`config.mk`:
```
export PLATFORM = sky130hd
export DESIGN_NAME = regfile_op_sequencer
export DESIGN_NICKNAME = d
export VERILOG_FILES = /design/src/rtl/regfile_op_sequencer.sv
export SDC_FILE = /design/constraint.sdc
export NUM_CORES = 1
export LEC_CHECK = 0
export CORE_MARGIN = 2
export CORE_UTILIZATION = 40
export DETAILED_ROUTE_END_ITERATION = 8
export PLACE_DENSITY_LB_ADDON = 0.1
export SYNTH_ARGS = -nofsm -noshare
export SYNTH_HDL_FRONTEND = slang
export SYNTH_SLANG_ARGS = --single-unit
```
`constraint.sdc`:
```
create_clock -name clk -period 5.9 [get_ports clk]
set_input_delay 1.475 -clock clk [delete_from_list [all_inputs] [get_ports clk]]
set_output_delay 1.475 -clock clk [all_outputs]
set_load 0.01 [all_outputs]
```
`src/rtl/regfile_op_sequencer.sv`:
```
// Command sequencer for the 8x16 2R/1W register file: read both operands,
// run the ALU, write the result back and pulse a response.
//
// state | meaning
// IDLE  | waiting for a command, cmd_ready high once out of reset
// READ  | read addresses driven, operands captured at end of cycle
// EXEC  | ALU result/carry/zero registered
// WRITE | single-cycle write-back and response pulse
`timescale 1ns/1ps
module regfile_op_sequencer #(
   parameter int DATA_W = 16,
   parameter int ADDR_W = 3
) (
   input  logic              clk,
   input  logic              reset,
   input  logic              cmd_valid,
   output logic              cmd_ready,
   input  logic [2:0]        cmd_op,
   input  logic [ADDR_W-1:0] cmd_dst,
   input  logic [ADDR_W-1:0] cmd_src_a,
   input  logic [ADDR_W-1:0] cmd_src_b,
   input  logic [DATA_W-1:0] cmd_imm,
   output logic [ADDR_W-1:0] rf_rd_addr_a,
   output logic [ADDR_W-1:0] rf_rd_addr_b,
   input  logic [DATA_W-1:0] rf_d_out_a,
   input  logic [DATA_W-1:0] rf_d_out_b,
   output logic              rf_wr,
   output logic [ADDR_W-1:0] rf_wr_addr,
   output logic [DATA_W-1:0] rf_d_in,
   output logic              rsp_valid,
   output logic [DATA_W-1:0] rsp_data,
   output logic              rsp_carry,
   output logic              rsp_zero
);

   localparam logic [2:0] OP_ADD = 3'd0;
   localparam logic [2:0] OP_SUB = 3'd1;
   localparam logic [2:0] OP_AND = 3'd2;
   localparam logic [2:0] OP_OR  = 3'd3;
   localparam logic [2:0] OP_XOR = 3'd4;
   localparam logic [2:0] OP_MOV = 3'd5;
   localparam logic [2:0] OP_LDI = 3'd6;
   localparam logic [2:0] OP_NOT = 3'd7;

   typedef enum logic [1:0] {IDLE, READ, EXEC, WRITE} state_t;

   state_t            state, state_nxt;
   logic              armed;
   logic              accept;
   logic [2:0]        op_q;
   logic [ADDR_W-1:0] dst_q, src_a_q, src_b_q;
   logic [DATA_W-1:0] op_a, op_b, result;
   logic              carry, zero;
   logic [DATA_W:0]   sum;
   logic [DATA_W-1:0] alu_res;
   logic              alu_carry;

   always_ff @(posedge clk or negedge reset) begin
      if (!reset) state <= IDLE;
      else        state <= state_nxt;
   end

   // armed keeps cmd_ready low until the first edge after reset release
   always_comb begin
      state_nxt = state;
      cmd_ready = 1'b0;
      rf_wr     = 1'b0;
      rsp_valid = 1'b0;
      accept    = 1'b0;
      case (state)
         IDLE: begin
            cmd_ready = armed;
            accept    = armed & cmd_valid;
            if (accept) state_nxt = (cmd_op == OP_LDI) ? WRITE : READ;
         end
         READ:  state_nxt = EXEC;
         EXEC:  state_nxt = WRITE;
         WRITE: begin
            rf_wr     = 1'b1;
            rsp_valid = 1'b1;
            state_nxt = IDLE;
         end
         default: state_nxt = IDLE;
      endcase
   end

   always_comb begin
      sum       = '0;
      alu_res   = '0;
      alu_carry = 1'b0;
      case (op_q)
         OP_ADD: begin
            sum       = {1'b0, op_a} + {1'b0, op_b};
            alu_res   = sum[DATA_W-1:0];
            alu_carry = sum[DATA_W];
         end
         OP_SUB: begin
            alu_res   = op_a - op_b;
            alu_carry = (op_a < op_b);
         end
         OP_AND:  alu_res = op_a & op_b;
         OP_OR:   alu_res = op_a | op_b;
         OP_XOR:  alu_res = op_a ^ op_b;
         OP_MOV:  alu_res = op_a;
         OP_NOT:  alu_res = ~op_a;
         default: alu_res = op_a;
      endcase
   end

   // result/carry/zero only change on the edge entering WRITE, so the
   // response fields hold between write-backs
   always_ff @(posedge clk or negedge reset) begin
      if (!reset) begin
         armed   <= 1'b0;
         op_q    <= '0;
         dst_q   <= '0;
         src_a_q <= '0;
         src_b_q <= '0;
         op_a    <= '0;
         op_b    <= '0;
         result  <= '0;
         carry   <= 1'b0;
         zero    <= 1'b0;
      end else begin
         armed <= 1'b1;
         if (accept) begin
            op_q    <= cmd_op;
            dst_q   <= cmd_dst;
            src_a_q <= cmd_src_a;
            src_b_q <= cmd_src_b;
            if (cmd_op == OP_LDI) begin
               result <= cmd_imm;
               carry  <= 1'b0;
               zero   <= (cmd_imm == '0);
            end
         end
         if (state == READ) begin
            op_a <= rf_d_out_a;
            op_b <= rf_d_out_b;
         end
         if (state == EXEC) begin
            result <= alu_res;
            carry  <= alu_carry;
            zero   <= (alu_res == '0);
         end
      end
   end

   assign rf_rd_addr_a = src_a_q;
   assign rf_rd_addr_b = src_b_q;
   assign rf_wr_addr   = dst_q;
   assign rf_d_in      = result;
   assign rsp_data     = result;
   assign rsp_carry    = carry;
   assign rsp_zero     = zero;

endmodule

```
==> summary.md <==
| Metric | Value |
|---|---|
| CTS Sinks | `65` |
| Final slew viol count | `0` |
| F_max | `0.264 GHz` |
| Die area | `15000 um^2` |
| CP Data Arrival Time | `4.06 ns` |
| Total grt overflow | `0` |
| Avg Inst Size Synth | `8.08 um^2` |
| Area growth syn-to-layout | `23.1%` |
| EDFF count, synth | `0` |
| Worst Setup End Kind | `register` |
| Gate Count Post-Synth | `695` |
| Hold slack | `0.500 ns` |
| Outcome | `complete, no violations` |
| Initial antenna violation count | `0` |
| Layout Cells excl Fill | `945` |
| Global-route wire length before repair | `26500 um` |
| Vias in the first global route | `4998` |
| CP Depth | `10` |
| WP buf/inv | `1` |
| Max-slew headroom | `0.352` |
| Synth unique cells | `71` |
| GRT Util Overall | `0.226` |
| Average wire per standard cell | `17.4 um` |
| Total Nets Final | `882` |
| Setup crit start kind | `register` |
| Starting Density | `0.408` |
| Clock Skew | `0.00618 ns` |
| CTS tree | `built` |
| Layout cell share with drive strength beyond 1 | `0.0588` |
| Worst hold path class | `reg2reg` |
| Final worst path period share | `0.641` |
| RSZ-0062 raised after global routing | `no` |
| N_diodes | `0` |
| PostCTS Resize Cnt | `0` |
| DRC | `0` |
| Cell Area, Synth | `5610 um^2` |
| Clock slew at reported path FFs | `0.05 ns` |
| Cts-stage hold buffer count | `0` |
| Max Cap Violations | `0` |
| Worst slew pin tran | `0.972 ns` |
| Worst Reg-to-Reg Cells | `10` |
| CP max stage cell | `dfrtp_1` |
| Core Region | `13800 um^2` |
| Die X | `122 um` |
| Placed cells | `930` |
| Clock Tree Root | `clkbuf_16` |
| Worst path top cell family by delay | `simple AND/OR/NAND/NOR gates` |
| Crit Path Class | `reg2reg` |
| Iter 0 DRT Violations | `374` |
| Synthesis Warnings | `0` |
| Worst-path cell chain | `buf_4 -> nor2_1 -> nand2_1 -> nor3b_1 -> o41ai_1 -> and4_1 -> nand4b_1 -> or4b_1 -> nor4_1 -> a41o_1` |
| # Post-CTS Setup Buffers | `0` |
| FP Rows | `43` |
| I/O pin cnt | `109` |
| Fin. Hold Viols | `0` |
| CTS Buffer Depth | `2` |
| IO Port Bufs | `108` |
| Final WL | `16500 um` |
| Register bit total from synthesis | `65` |
| Routability cong. | `0.904` |
| Num CTS Buffers | `9` |
| Commonest non-fill, non-tap cell in the layout | `clkdlybuf4s50_1` |
| Syn_nets | `816` |
| Fraction of registers with async set/reset | `1.00` |
| Leakage power | `2.97 nW` |
| DR vias | `5320` |
| Pre-antenna DRT Iters | `5` |
| Largest net degree at the start of global routing | `66` |
| Commonest non-fill, non-tap cells in the layout | `107 x clkdlybuf4s50_1, 82 x nand2_1, 70 x o21ai_0, 65 x dfrtp_1, 57 x a21oi_1` |
| Clk Latency, worst-skew pair | `0.34 ns` |
| H-tree Lvls | `3` |
| Fin crit period | `3.78 ns` |
| Vias per std cell | `5.63` |
| Final ANT Viol Nets | `0` |
| Top_reg_cell synth | `dfrtp_1` |
| Register area share after synthesis | `0.290` |
| Setup TNS | `0 ns` |
| Die Y | `122 um` |
| Endpoints failing setup | `0` |
| Maximum VDD drop | `0.268 mV` |
| Final HPWL from detailed placement | `12100 um` |
| Max stage delay on crit path | `0.71 ns` |
| Worst hold path stage count | `1` |
| Required time of the critical path | `6.17 ns` |
| PwrDens | `690 nW/um^2` |
| CP max FO | `35` |
[worst register-to-register path, delay by kind of cell, from the launching register on]
kind	cells	cell delay, ns
buffers and inverters	1	0.47
and+or+nand+nor	7	1.81
DFF	1	0.71
AOI/OAI and AO/OA	2	0.73
[cell type report]
cell class	count	area [um^2]
sequential	65	1630
multi-input combinational	517	3450
fill	1337	6870
clock buffer	13	270
timing repair buffer	114	1120
inverter	54	203
clock inverter	2	12.5
tap	180	225
[path summary, 6_finish.rpt]
kind,startpoint,slack [ns],to
worst max-delay path,op_q[2],2.12,rsp_zero
worst min-delay path,rf_rd_addr_b[1],0.50,rf_rd_addr_b[1]
worst min register to register,rf_rd_addr_b[1],0.50,rf_rd_addr_b[1]
max in group asynchronous,reset,4.02,op_a[9]
min in group asynchronous,reset,1.32,op_b[1]
worst max register to register,op_q[2],2.12,rsp_zero
[where the power goes]
| group | total [mW] | switching, mW | internal (mW) |
|---|---|---|---|
| Combinational | 3.37 | 1.99 | 1.38 |
| Sequential | 0.885 | 0.215 | 0.670 |
| Clock | 0.509 | 0.194 | 0.316 |
[flip-flops by register name, indices dropped and copies added, names as in the netlist, 2 cells and up]
register      count
rf_rd_addr_b      3
op_q              3
op_b             16
rf_d_in          16
state             2
rf_rd_addr_a      3
op_a             16
rf_wr_addr        3
[metrics by stage]
| step | util | setup WS (ns) | cell area [um^2] | total power [mW] |
|---|---|---|---|---|
| global route | 0.502 | 1.89 | 6910 | 5.19 |
| global placement | 0.481 | 2.20 | 6630 | 4.21 |
| finish | 0.502 | 2.12 | 6910 | 4.77 |
| CTS | 0.502 | 2.19 | 6910 | 4.75 |
| detailed placement | 0.481 | 2.22 | 6630 | 4.21 |
| floorplan | - | 2.90 | 5610 | 3.27 |
[synthesized netlist by cell type, types with 12 or more instances]
library cell / count / share of area
a211oi_1: 16 / 0.021
a21oi_1: 57 / 0.051
and2_1: 12 / 0.013
buf_2: 14 / 0.012
buf_4: 21 / 0.028
clkbuf_1: 18 / 0.012
dfrtp_1: 65 / 0.29
ha_1: 56 / 0.12
inv_1: 53 / 0.035
mux2_2: 13 / 0.026
nand2_1: 82 / 0.055
nor2_1: 40 / 0.027
nor3_1: 13 / 0.012
o21ai_0: 70 / 0.062
o22ai_1: 15 / 0.017
[cells by family (layout without fill, tap and decap cells)]
group / Yosys count / in the layout / share of synthesized area
XOR/XNOR: 14 / 14 / 0.0218
flip-flops: 65 / 65 / 0.290
multiplexers: 22 / 22 / 0.0421
AO/OA/AOI/OAI: 232 / 232 / 0.261
other: 1 / 1 / 0.000668
adder cells (fa/ha/maj): 58 / 58 / 0.132
buffers and inverters: 113 / 183 / 0.0961
AND/OR/NAND/NOR: 190 / 190 / 0.156
[per-layer routing]
layer,routed length (um),track usage
met1,7730,0.325
met2,7120,0.340
met3,1270,0.0386
met4,347,0.0841
met5,0,0
No activity file was read; power rests on OpenSTA's default activity.
